### config.mk
export PLATFORM = sky130hd
export DESIGN_NAME = circuit2_sched
export DESIGN_NICKNAME = d
export VERILOG_FILES = /design/src/rtl/circuit2_sched_pkg.sv /design/src/rtl/sched_alu.sv /design/src/rtl/circuit2_sched.sv
export SDC_FILE = /design/constraint.sdc
export NUM_CORES = 1
export LEC_CHECK = 0
export BUFFER_PORTS_ARGS = -buffer_cell sky130_fd_sc_hd__buf_2
export CAP_MARGIN = 25
export CORE_UTILIZATION = 35
export CTS_BUF_LIST = sky130_fd_sc_hd__clkbuf_16
export CTS_CLUSTER_DIAMETER = 200
export DETAILED_ROUTE_END_ITERATION = 8
export PLACE_DENSITY = 0.62
export SLEW_MARGIN = 20
export SYNTH_ARGS = -nofsm -noshare
export SYNTH_HDL_FRONTEND = slang
export SYNTH_SLANG_ARGS = --single-unit
export TNS_END_PERCENT = 20
### constraint.sdc
create_clock -name Clk -period 5 [get_ports Clk]
set_input_delay 1 -clock Clk [delete_from_list [all_inputs] [get_ports Clk]]
set_output_delay 1 -clock Clk [all_outputs]
set_load 0.05 [all_outputs]
### src/rtl/circuit2_sched_pkg.sv
// circuit2_sched_pkg: shared width default and scheduler state encoding
package circuit2_sched_pkg;
  localparam int DATAWIDTH_DEF = 32;
  typedef enum logic [2:0] {IDLE, S_D, S_E, S_F, S_CMP, S_DONE} state_t;
endpackage

### src/rtl/sched_alu.sv
// sched_alu: shared signed add/sub unit with signed less-than and equality compare
module sched_alu #(
  parameter int W = 32
) (
  input  logic signed [W-1:0] op_a_i,
  input  logic signed [W-1:0] op_b_i,
  input  logic                sub_i,
  output logic signed [W-1:0] res_o,
  output logic                lt_o,
  output logic                eq_o
);
  assign res_o = sub_i ? op_a_i - op_b_i : op_a_i + op_b_i;
  assign lt_o  = op_a_i < op_b_i;
  assign eq_o  = op_a_i == op_b_i;
endmodule

### src/rtl/circuit2_sched.sv
// circuit2_sched: FSM-scheduled datapath sharing one add/sub unit and one comparator
module circuit2_sched
  import circuit2_sched_pkg::*;
#(
  parameter int DATAWIDTH = DATAWIDTH_DEF
) (
  input  logic                        Clk,
  input  logic                        Rst,
  input  logic                        Start,
  input  logic signed [DATAWIDTH-1:0] a,
  input  logic signed [DATAWIDTH-1:0] b,
  input  logic signed [DATAWIDTH-1:0] c,
  output logic                        Busy,
  output logic                        Done,
  output logic signed [DATAWIDTH-1:0] x,
  output logic signed [DATAWIDTH-1:0] z
);
  state_t state_q, state_d;
  logic ph_q, ph_d, lt_q, lt_d, eq_q, eq_d;
  logic signed [DATAWIDTH-1:0] a_q, a_d, b_q, b_d, c_q, c_d, d_q, d_d, e_q, e_d, f_q, f_d;
  logic signed [DATAWIDTH-1:0] g_q, g_d, h_q, h_d, x_q, x_d, z_q, z_d;
  logic signed [DATAWIDTH-1:0] alu_a, alu_b, alu_res;
  logic alu_sub, alu_lt, alu_eq;
  assign alu_a   = (state_q == S_CMP) ? d_q : a_q;
  assign alu_b   = (state_q == S_E) ? c_q : (state_q == S_CMP) ? e_q : b_q;
  assign alu_sub = state_q == S_F;
  sched_alu #(.W(DATAWIDTH)) u_alu (
    .op_a_i(alu_a),
    .op_b_i(alu_b),
    .sub_i (alu_sub),
    .res_o (alu_res),
    .lt_o  (alu_lt),
    .eq_o  (alu_eq)
  );
  // S_CMP takes two cycles: ph_q=0 compares and selects g/h, ph_q=1 shifts into x/z
  always_comb begin
    state_d = state_q;
    ph_d    = ph_q;
    lt_d    = lt_q;
    eq_d    = eq_q;
    a_d     = a_q;
    b_d     = b_q;
    c_d     = c_q;
    d_d     = d_q;
    e_d     = e_q;
    f_d     = f_q;
    g_d     = g_q;
    h_d     = h_q;
    x_d     = x_q;
    z_d     = z_q;
    unique case (state_q)
      IDLE: if (Start) begin
        state_d = S_D;
        a_d     = a;
        b_d     = b;
        c_d     = c;
      end
      S_D: begin
        d_d     = alu_res;
        state_d = S_E;
      end
      S_E: begin
        e_d     = alu_res;
        state_d = S_F;
      end
      S_F: begin
        f_d     = alu_res;
        state_d = S_CMP;
      end
      S_CMP: if (!ph_q) begin
        lt_d = alu_lt;
        eq_d = alu_eq;
        g_d  = alu_lt ? e_q : d_q;
        h_d  = alu_eq ? f_q : (alu_lt ? e_q : d_q);
        ph_d = 1'b1;
      end else begin
        x_d     = g_q << lt_q;
        z_d     = h_q >>> eq_q;
        ph_d    = 1'b0;
        state_d = S_DONE;
      end
      S_DONE: state_d = IDLE;
      default: state_d = IDLE;
    endcase
  end
  always_ff @(posedge Clk or negedge Rst) begin
    if (!Rst) begin
      state_q <= IDLE;
      ph_q    <= 1'b0;
      lt_q    <= 1'b0;
      eq_q    <= 1'b0;
      a_q     <= '0;
      b_q     <= '0;
      c_q     <= '0;
      d_q     <= '0;
      e_q     <= '0;
      f_q     <= '0;
      g_q     <= '0;
      h_q     <= '0;
      x_q     <= '0;
      z_q     <= '0;
    end else begin
      state_q <= state_d;
      ph_q    <= ph_d;
      lt_q    <= lt_d;
      eq_q    <= eq_d;
      a_q     <= a_d;
      b_q     <= b_d;
      c_q     <= c_d;
      d_q     <= d_d;
      e_q     <= e_d;
      f_q     <= f_d;
      g_q     <= g_d;
      h_q     <= h_d;
      x_q     <= x_d;
      z_q     <= z_d;
    end
  end
  assign Busy = state_q != IDLE;
  assign Done = state_q == S_DONE;
  assign x    = x_q;
  assign z    = z_q;
endmodule

==> impl_metrics.ini <==
[floorplanning]
dieArea_sq_um = 51900
die_y_um = 228
rows = 82
die_width_um = 228
num_io_pins = 165
start_util_pct = 35.5
design.core.area_sq_um = 50300

[cells_and_area]
antenna_cells = 0
final_layout_size_suffix_gt1_share_pct = 20.6
seqCellArea_sq_um = 8160
layout_commonest_cell = nand2_1
final_nets = 2230
multi_input_area_sq_um = 8960
final_cell_mix = 453 x nand2_1, 326 x dfrtp_1, 163 x buf_2, 158 x a21oi_1, 130 x nor2_1
fillers = 5009
area_growth_pct = 16.0

[synthesis]
yosys_warnings = 0
syn_area_per_cell_sq_um = 9.20
synth_cell_types = 76
synth_top_area_share_pct = 45.7
async_reset_ff_share_pct = 100
yosys-top-cells-area = dfrtp_1 46%, nand2_1 9.5%, mux2_2 7.9%
yosysTopAreaCell = dfrtp_1
synth-seq-cells = 326
dominantRegCellSynth = dfrtp_1
ys_seq_area_share_pct = 45.7
syn_area_sq_um = 17900
synth_cells = 1942
synth_nets = 2106
synth_enable_flop_cells = 0

[route]
drt-total-wl_mm = 53.5
via_per_inst = 5.17
postRouteAntennaNets = 0
wl_met3_mm = 3.66
first_iter_violations = 1120
met1_length_mm = 26.1
wl_met2_mm = 22.6
routedWlPerCell_um = 19.3
drc = 0
via_count = 14300
top_layer = met4
first_pass_iters = 5

[clock_network]
worstSkewPairLatency_ns = 0.56
cts_setup_buffers = 0
clock_sinks = 326
cts_tree = yes
root_buffer = clkbuf_16
postCtsHoldBufs = 0
numCtsBuffers = 39
clk_path_buf_depth = 3
cts_resized = 0
cts_max_level = 2
path_clk_slew_ns = 0.06

[timing]
hold_viol = 0
finalSetupTns_ns = 0
skew_ns = 0.0167
worstMarginPinSlew_ns = 0.956
fin_ws_ns = 0.322
maxSlewHeadroom_pct = 36.3
post-route-min-period_ns = 4.68
setup_viol = 0
rsz0062_at_grt = no
fin_crit_sh_pct = 93.6
slew_violations = 0
fmaxAchievable_mhz = 214

[placement]
dp_hpwl_mm = 40.0
globalplace.congestion = 0.936
port_buffers = 164
place_ws_ns = 0.301

[critical_path]
arrival_ns = 5.11
endpoint_kind = flop
ff2ff_setup_slack_ns = 0.32
worstSetupPathType = reg2reg
required_ns = 5.43
cp-start-kind = flop
path_max_fanout = 33

[global_routing]
overflow = 0
grt_pass1_wl_mm = 84.2
antenna_found_initial = 1
grt_max_degree = 98
track_usage_pct = 20.7
grt_pass1_vias = 14300

[hold_path]
hold_path_class = reg2reg

[flow_run]
drv_cap = 0

[outcome]
status = complete, no violations
[worst paths after layout]
check	start	cells past startpoint	to
min in group asynchronous	Rst	1	c_q[17]
max in group asynchronous	Rst	2	f_q[28]
worst max-delay path	state_q[1]	17	h_q[31]
worst min-delay path	eq_q	2	eq_q
worst min register to register	eq_q	2	eq_q
worst max register to register	state_q[1]	17	h_q[31]
[cell usage after synthesis, drive strengths merged (15+ instances only)]
cell type,number
mux2i,64
nor3,15
nand2,455
a21oi,158
nor2,133
a32oi,32
mux2,131
dfrtp,326
a21o,45
buf,30
xnor2,56
ha,63
o21ai,118
clkbuf,96
inv,69
[routing by layer]
metal  track usage, %  vias to the layer above
met4             5.33                        0
met3             4.24                       74
met2             30.2                      431
met1             30.9                     6902
li1                 -                     6890
met5                0                        -
[cell type report]
class,count,area share [%]
flip-flops and latches,326,39.4
well taps,672,4.06
multi-input cells,1420,43.3
clock buffers,41,4.95
clock inverters,29,1.05
repair buffers,209,6.01
inverters,70,1.27
[metrics by stage]
stage	hold WS, ns	util, %	instances	instance area (sq um)
after floorplan	0.438	-	1942	17900
after global routing	0.496	41.2	2767	20700
final	0.464	41.2	2767	20700
after global placement	0.450	38.7	2696	19400
after CTS	0.470	41.1	2766	20700
after detailed placement	0.457	38.7	2696	19400
[cells by family (layout without fill, tap and decap cells)]
logic type,count (synthesis),after routing,synth area share [%]
DFF,326,326,45.7
and+or+nand+nor,666,666,15.0
adders and majority gates,65,65,4.64
AOI/OAI and AO/OA,434,434,15.4
xor gates and xnor gates,60,60,2.94
buffers and inverters,196,349,4.38
muxes,195,195,11.9
[worst max-delay path, stage by stage (launching register included)]
cell and delay (ns):
dfrtp_1 0.45, nor2_1 0.30, and2_4 0.43, buf_12 0.24, nand2_1 0.14, a21oi_1 0.15
a21o_1 0.19, ha_1 0.35, or2_2 0.37, nor3_1 0.26, nand4_1 0.24, nor2_1 0.21
o311a_1 0.25, o21ai_4 0.09, buf_12 0.20, mux2_1 0.36, a32oi_1 0.20, nand2_1 0.08
Power is left out: the tool's default activity adds up to more than one toggle a clock period on the data nets, which glitch-free logic cannot reach.
